==> config.mk <==
export PLATFORM = sky130hd
export DESIGN_NAME = load_writeback_unit
export DESIGN_NICKNAME = d
export VERILOG_FILES = /design/src/rtl/load_writeback_unit_pkg.sv /design/src/rtl/load_writeback_unit_extender.sv /design/src/rtl/load_writeback_unit.sv
export SDC_FILE = /design/constraint.sdc
export NUM_CORES = 1
export LEC_CHECK = 0
export ABC_AREA = 1
export BUFFER_PORTS_ARGS = -buffer_cell sky130_fd_sc_hd__buf_2
export CAP_MARGIN = 20
export CELL_PAD_IN_SITES_DETAIL_PLACEMENT = 1
export CELL_PAD_IN_SITES_GLOBAL_PLACEMENT = 1
export CORE_MARGIN = 3
export CORE_UTILIZATION = 39
export DETAILED_ROUTE_END_ITERATION = 7
export PLACE_DENSITY_LB_ADDON = 0.1
export RECOVER_POWER = 50
export SYNTH_ARGS = -nofsm -noshare
export SYNTH_HDL_FRONTEND = slang
export SYNTH_SLANG_ARGS = --single-unit
==> constraint.sdc <==
create_clock -name clock -period 7.05 [get_ports clock]
set_input_delay 1.41 -clock clock [delete_from_list [all_inputs] [get_ports clock]]
set_output_delay 1.41 -clock clock [all_outputs]
set_load 0.02 [all_outputs]
==> src/rtl/load_writeback_unit_pkg.sv <==
// Shared definitions for the load/writeback unit: funct3 encodings,
// the controller state enum and the alignment helper.
package load_pkg;

  localparam logic [2:0] LB  = 3'b000;
  localparam logic [2:0] LH  = 3'b001;
  localparam logic [2:0] LW  = 3'b010;
  localparam logic [2:0] LD  = 3'b011;
  localparam logic [2:0] LBU = 3'b100;
  localparam logic [2:0] LHU = 3'b101;
  localparam logic [2:0] LWU = 3'b110;

  typedef enum logic [1:0] {
    IDLE  = 2'd0,
    REQ   = 2'd1,
    WAIT  = 2'd2,
    WRITE = 2'd3
  } load_state_t;

  // True when the low address bits are not a multiple of the access size.
  // Byte loads are never misaligned; the illegal funct3 is handled separately.
  function automatic logic is_misaligned(input logic [2:0] funct3, input logic [2:0] addr);
    logic result;
    case (funct3)
      LH, LHU: result = (addr[0] != 1'b0);
      LW, LWU: result = (addr[1:0] != 2'b00);
      LD:      result = (addr != 3'b000);
      default: result = 1'b0;
    endcase
    return result;
  endfunction

endpackage

==> src/rtl/load_writeback_unit_extender.sv <==
// Selects the addressed byte lane of a little-endian doubleword and
// sign- or zero-extends it according to the load type.
module load_extender
  import load_pkg::*;
(
  input  logic [63:0] dword,
  input  logic [2:0]  addr,
  input  logic [2:0]  funct3,
  output logic [63:0] extended
);

  logic [63:0] shifted;

  // Move the addressed lane down to bit 0, then extend to full width.
  always_comb begin
    shifted  = dword >> {addr, 3'b000};
    extended = shifted;
    case (funct3)
      LB:      extended = {{56{shifted[7]}}, shifted[7:0]};
      LH:      extended = {{48{shifted[15]}}, shifted[15:0]};
      LW:      extended = {{32{shifted[31]}}, shifted[31:0]};
      LD:      extended = shifted;
      LBU:     extended = {56'd0, shifted[7:0]};
      LHU:     extended = {48'd0, shifted[15:0]};
      LWU:     extended = {32'd0, shifted[31:0]};
      default: extended = shifted;
    endcase
  end

endmodule

==> src/rtl/load_writeback_unit.sv <==
// Multi-cycle RV64 load unit: accepts a decoded load, issues a doubleword
// memory read, extracts/extends the result and writes the register file.
module load_writeback_unit
  import load_pkg::*;
#(
  parameter int XLEN = 64
) (
  input  logic            clock,
  input  logic            reset,
  input  logic            req_valid,
  output logic            req_ready,
  input  logic [XLEN-1:0] req_address,
  input  logic [2:0]      req_funct3,
  input  logic [4:0]      req_rd,
  output logic            mem_req_valid,
  input  logic            mem_req_ready,
  output logic [XLEN-1:0] mem_req_address,
  input  logic            mem_resp_valid,
  input  logic [XLEN-1:0] mem_resp_data,
  output logic            reg_write,
  output logic [4:0]      rd_address,
  output logic [XLEN-1:0] write_data,
  output logic            load_error
);

  load_state_t     state;
  load_state_t     next_state;
  logic [XLEN-1:0] latched_address;
  logic [2:0]      latched_funct3;
  logic [4:0]      latched_rd;
  logic [XLEN-1:0] extended;
  logic            request_bad;

  // A request is rejected up front so it never reaches memory.
  assign request_bad = is_misaligned(req_funct3, req_address[2:0]) || (req_funct3 == 3'b111);

  // The memory only ever sees doubleword-aligned addresses.
  assign mem_req_address = {latched_address[XLEN-1:3], 3'b000};

  load_extender extender (
    .dword    (mem_resp_data),
    .addr     (latched_address[2:0]),
    .funct3   (latched_funct3),
    .extended (extended)
  );

  // Controller state register.
  always_ff @(posedge clock or posedge reset) begin
    if (reset) state <= IDLE;
    else       state <= next_state;
  end

  // Next-state logic and handshake/write-enable outputs.
  always_comb begin
    next_state    = state;
    req_ready     = 1'b0;
    mem_req_valid = 1'b0;
    reg_write     = 1'b0;
    case (state)
      IDLE: begin
        req_ready = 1'b1;
        if (req_valid && !request_bad) next_state = REQ;
      end
      REQ: begin
        mem_req_valid = 1'b1;
        if (mem_req_ready) next_state = WAIT;
      end
      WAIT: begin
        if (mem_resp_valid) next_state = WRITE;
      end
      WRITE: begin
        reg_write  = (latched_rd != 5'd0);
        next_state = IDLE;
      end
      default: next_state = IDLE;
    endcase
  end

  // Request capture, error pulse and registered writeback result; the
  // writeback address/data only change when a response is taken.
  always_ff @(posedge clock or posedge reset) begin
    if (reset) begin
      latched_address <= '0;
      latched_funct3  <= 3'b000;
      latched_rd      <= 5'd0;
      rd_address      <= 5'd0;
      write_data      <= '0;
      load_error      <= 1'b0;
    end else begin
      load_error <= 1'b0;
      if (state == IDLE && req_valid) begin
        latched_address <= req_address;
        latched_funct3  <= req_funct3;
        latched_rd      <= req_rd;
        load_error      <= request_bad;
      end
      if (state == WAIT && mem_resp_valid) begin
        write_data <= extended;
        rd_address <= latched_rd;
      end
    end
  end

endmodule

==> results.ini, run 1 <==
[worst_setup_path]
crit_fanout=78
crit_path_cell_trace=buf_2 > clkinvlp_2 > buf_4
r2r_end=latched_address[31]
critPathLaunchType=primary input
cp.depth=3
cpPeakStageDelay_ps=1930
critPathTopFamily=buffers and inverters
reg2reg_slack_ps=3350
crit_path_end=write_data[9]
worst_ep_required_time_ps=7490
reg2reg_depth=4
crit_path_start=reset
critical_path_buf_inv_count=3
r2r_start=state[0]
cpMaxStageDelayCell=clkinvlp_2
cp-end-kind=async pin
critical_path_arrival_ps=4480
path_class=in2async

[placed_design]
gp_congestion=0.833
place.port_buffers=274
dp_slack_ps=3620
dp.cells=1398
place_hpwl_um=18600

[logic_synthesis]
synthTopCellsByArea=dfrtp_1 47%, nand2_1 11%, mux2_2 9.0%
synth_common_cells=225 x nand2_1, 144 x dfrtp_1, 137 x nor2_1
synth_cells=920
ys_ff_latch=144
synthesis.area_mm2=0.00771
yosysSeqAreaShare_pct=46.7
synth_largest_area_cell=dfrtp_1
synth_cell_types=36
synthArstFlopShare_pct=100
synth_area_per_cell_um2=8.39
yosysWarnings=0
synth_top_flop_cell=dfrtp_1
netlist.area_leader.share_pct=46.7
yosysMostFrequentCell=nand2_1
synth_edf_count=0

[die]
ios=278
die_h_um=147
core.rowCount=50
dieArea_mm2=0.0215
core_area_mm2=0.0191
die_w_um=147
initial_core_util_pct=40.4

[sta]
worst_slew_pin_slew_ps=3470
fin_setup_tns_ps=0
hold_viol=0
drv_slew=163
setup_ws_ps=3010
fin_crit_sh_pct=57.3
rsz0062_at_grt=no
setup_violations=0
period_minus_slack_ps=4040
finClkSkew_ps=14.1
holdWs_ps=492
maxSlewHeadroom_pct=-133
max_freq_mhz=248

[detailed_routing]
totalWireLength_um=26100
dr.pass1.iters=5
drt_iter0_drc=412
detail-route-antenna-nets=0
routedWlPerCell_um=18.2
vias=7156
drc=0
avgViaCountPerCell=5.00

[run]
cap_violations=2

[global_routing]
first_global_vias=7467
grt_max_degree=84
grt_first_pass_wirelength_um=41300
grt_usage_pct=24.1
antenna_found_initial=0
overflow=0

[outcome]
status=finished with violations
violations=capacitance limit, slew limit

[clocking]
clk_root_buffer_cell=clkbuf_16
cts_max_level=4
cts_tree=yes
cts_setup_buffers=0
numCtsBuffers=17
clock_latency_ps=430
clock-sinks=144
clockBufferDepth=2
cts_hold_buf=0
clk_pin_slew_worst_paths_ps=70
cts_resized=0

[finish]
nets=1302
fillers=2444
fin_util_pct=49.8
area_growth_pct=23.2
layout-drive-gt1-share_pct=26.7
final_cells=1430
antenna_cells=0

[power_and_ir_drop]
leakagePower_uw=0.00460
power_density_mw_per_mm2=535
peakVddDrop_mv=0.292

[hold_path]
min_path_type=reg2reg

-- metrics by stage --
step | total power [uW] | instance area (um2)
after floorplan | 3410 | 7720
after CTS | 5200 | 9660
after detailed placement | 4270 | 9070
after global placement | 4200 | 9070
final | 5090 | 9500
after global routing | 5480 | 9500
-- how the worst min path moves through the flow --
stage	start	to	slack, ps	cells past startpoint
floorplan	latched_rd[2]	latched_rd[2]	490	2
detailed placement	write_data[6]	write_data[6]	470	2
global route	latched_address[49]	latched_address[49]	520	1
global placement	rd_address[0]	rd_address[0]	470	2
finish	rd_address[3]	rd_address[3]	490	2
CTS	rd_address[3]	rd_address[3]	500	2
-- sequential cells by signal (all words and copies together) (netlist names) --
name             flops
state                2
latched_address     64
latched_funct3       3
load_error           1
rd_address           5
latched_rd           5
write_data          64
-- cell type report --
| cell class | instances | area [um2] | share of cell area [%] |
|---|---|---|---|
| Clock buffer | 18 | 439 | 4.62 |
| Clock inverter | 14 | 148 | 1.55 |
| Inverter | 32 | 124 | 1.30 |
| Multi-Input combinational cell | 681 | 3580 | 37.7 |
| Sequential cell | 144 | 3600 | 37.9 |
| Tap cell | 260 | 325 | 3.42 |
| Timing Repair Buffer | 281 | 1280 | 13.5 |
-- layer usage --
metal  track usage (%)  vias up  part of all wire (%)
li1                  -     3466                     -
met1              30.0     3474                    43
met2              41.7      186                    50
met3              5.49       30                   5.0
met4              7.20        0                   2.0
met5                 0        -                     0
-- cells in the final DEF (no fill, tap or decap), drive strengths merged --
cell and instances:
a21oi 57, inv 39, nor2 163, nand3 65, a21o 1, conb 3, nand4 3, dfrtp 144
a31oi 1, o22a 3, clkbuf 133, mux2 62, o211ai 11, ha 4, nand2 229, or2 5
nor3 2, o21a 2, bufinv 1, o21ai 70, buf 166, clkinvlp 6
-- worst register-to-register path: stages, from the launching register on --
cell     delay, ps
dfrtp_1        410
inv_1           80
ha_1           250
nand2_1       2260
mux2_2         560
-- cells by family (layout without fill, tap and decap cells) --
kind of cell               Yosys count  count (layout)  share of synthesized area, %
other                                1               3                        0.0486
muxes                               62              62                          9.05
adders and majority gates            4               4                         0.649
DFF                                144             144                          46.7
and+or+nand+nor                    467             467                          26.5
AOI/OAI and AO/OA                  145             145                          10.1
buffers and inverters               97             345                          6.96
-- report_power, final --
part	internal [uW]	switching [uW]	leakage, uW	total (uW)
logic	839	1840	0.00265	2680
registers	1250	239	0.00168	1490
clock network	509	409	0.000274	919
total	2600	2490	0.00460	5090
(Power assumes the default switching activity.)
==> inputs of run 2 (changes only) <==
CORE_UTILIZATION = 36   (was 39)
clock period = 4.2 ns   (was 7.05 ns; I/O delays follow)
==> results.ini, run 2 (synthesis results as in run 1) <==
[placed_design]
dp.cells=1411
gp_congestion=0.829
place_hpwl_um=19200
place.port_buffers=274

[sta]
finClkSkew_ps=8.19
fin_crit_sh_pct=67.7
setup_violations=0
fin_setup_tns_ps=0
period_minus_slack_ps=2840
hold_viol=0
maxSlewHeadroom_pct=-28.7
max_freq_mhz=352
worst_slew_pin_slew_ps=1920
rsz0062_at_grt=no
drv_slew=40

[clocking]
cts_tree=yes
clock-sinks=144
clock_latency_ps=430
cts_max_level=4
clockBufferDepth=2
clk_root_buffer_cell=clkbuf_16
numCtsBuffers=17
cts_setup_buffers=0
clk_pin_slew_worst_paths_ps=70
cts_hold_buf=0
cts_resized=0

[die]
die_h_um=152
die_w_um=152
core.rowCount=52
ios=278
initial_core_util_pct=37.4
dieArea_mm2=0.0232
core_area_mm2=0.0206

[hold_path]
hold_depth=2
min_path_type=reg2reg
min_to=write_data[0]
worstHoldStart=write_data[0]

[power_and_ir_drop]
leakagePower_uw=0.00477
switchingPower_uw=4160
share_comb_of_total_power_pct=53.0
power_density_mw_per_mm2=886
peakVddDrop_mv=0.479
switching_share_pct=48.9
clockPowerShare_pct=17.5
pwr-share-seq_pct=29.4
p_int_uw=4350

[worst_setup_path]
critical_path_arrival_ps=3140
r2r_end=write_data[43]
reg2reg_slack_ps=1480
reg2reg_depth=8
path_class=in2async
r2r_start=state[0]
cp-end-kind=async pin
worst_ep_required_time_ps=4500
critPathLaunchType=primary input
crit_fanout=40

[detailed_routing]
vias=7144
drt_iter0_drc=391
dr.pass1.iters=4
routedWlPerCell_um=18.1
detail-route-antenna-nets=0
avgViaCountPerCell=4.95
totalWireLength_um=26100
drc=0

[global_routing]
first_global_vias=7447
grt_first_pass_wirelength_um=41800
grt_usage_pct=22.4
antenna_found_initial=0
grt_max_degree=84
overflow=0

[finish]
nets=1305
final_cell_mix=224 x nand2_1, 212 x buf_2, 144 x dfrtp_1, 137 x nor2_1, 64 x clkbuf_1
area_growth_pct=24.5
final_cells=1443
top_regs=latched_address x64, write_data x64
layout-drive-gt1-share_pct=31.2
antenna_cells=0
layout_commonest_cell=nand2_1

[outcome]
violations=capacitance limit, slew limit
status=finished with violations

[run]
cap_violations=1

## run 2: power groups by stage
stage               Sequential [uW]  Clock, uW  Combinational, uW
floorplan                      3270          0               2460
global route                   2610       1620               4980
finish                         2510       1490               4510
global placement               2490          0               4590
detailed placement             2520          0               4650
CTS                            2500       1540               4670
## run 2: critical path: stages
cell        delay, ps
clkbuf_1           80
clkinvlp_2       1100
clkbuf_1         1090
## run 2: through the flow
stage | util [%] | worst slack [ps] | total power [uW] | hold slack, ps | cell area [um2]
3_5_place_dp | 44.3 | 1630 | 7170 | 473 | 9130
3_3_place_gp | 44.3 | 1690 | 7080 | 461 | 9130
4_1_cts | 47.1 | 1600 | 8710 | 496 | 9710
6_report | 46.6 | 1360 | 8510 | 485 | 9600
2_1_floorplan | - | 1550 | 5730 | 489 | 7730
5_1_grt | 46.6 | 904 | 9200 | 514 | 9600
## run 2: worst max path at each step
| stage | startpoint | end | slack, ps |
|---|---|---|---|
| final | reset | write_data[14] | 1360 |
| after global routing | reset | write_data[14] | 900 |
| after CTS | latched_address[0] | write_data[53] | 1600 |
| after detailed placement | latched_address[0] | write_data[53] | 1630 |
| after global placement | mem_resp_data[55] | write_data[44] | 1690 |
| after floorplan | reset | latched_address[0] | 1550 |
## run 2: cell type report
class | instances | area [um2]
multi-input cells | 681 | 3590
clock buffers | 18 | 439
well taps | 270 | 338
inverters | 32 | 124
clock inverters | 14 | 139
flip-flops and latches | 144 | 3600
fillers | 2595 | 11000
repair buffers | 284 | 1370
## run 2: per-layer routing
| layer | wire [um] | track usage [%] | up-vias |
|---|---|---|---|
| li1 | - | - | 3473 |
| met1 | 11500 | 29.0 | 3463 |
| met2 | 12800 | 37.4 | 179 |
| met3 | 1430 | 5.96 | 29 |
| met4 | 468 | 5.78 | 0 |
| met5 | 0 | 0 | - |
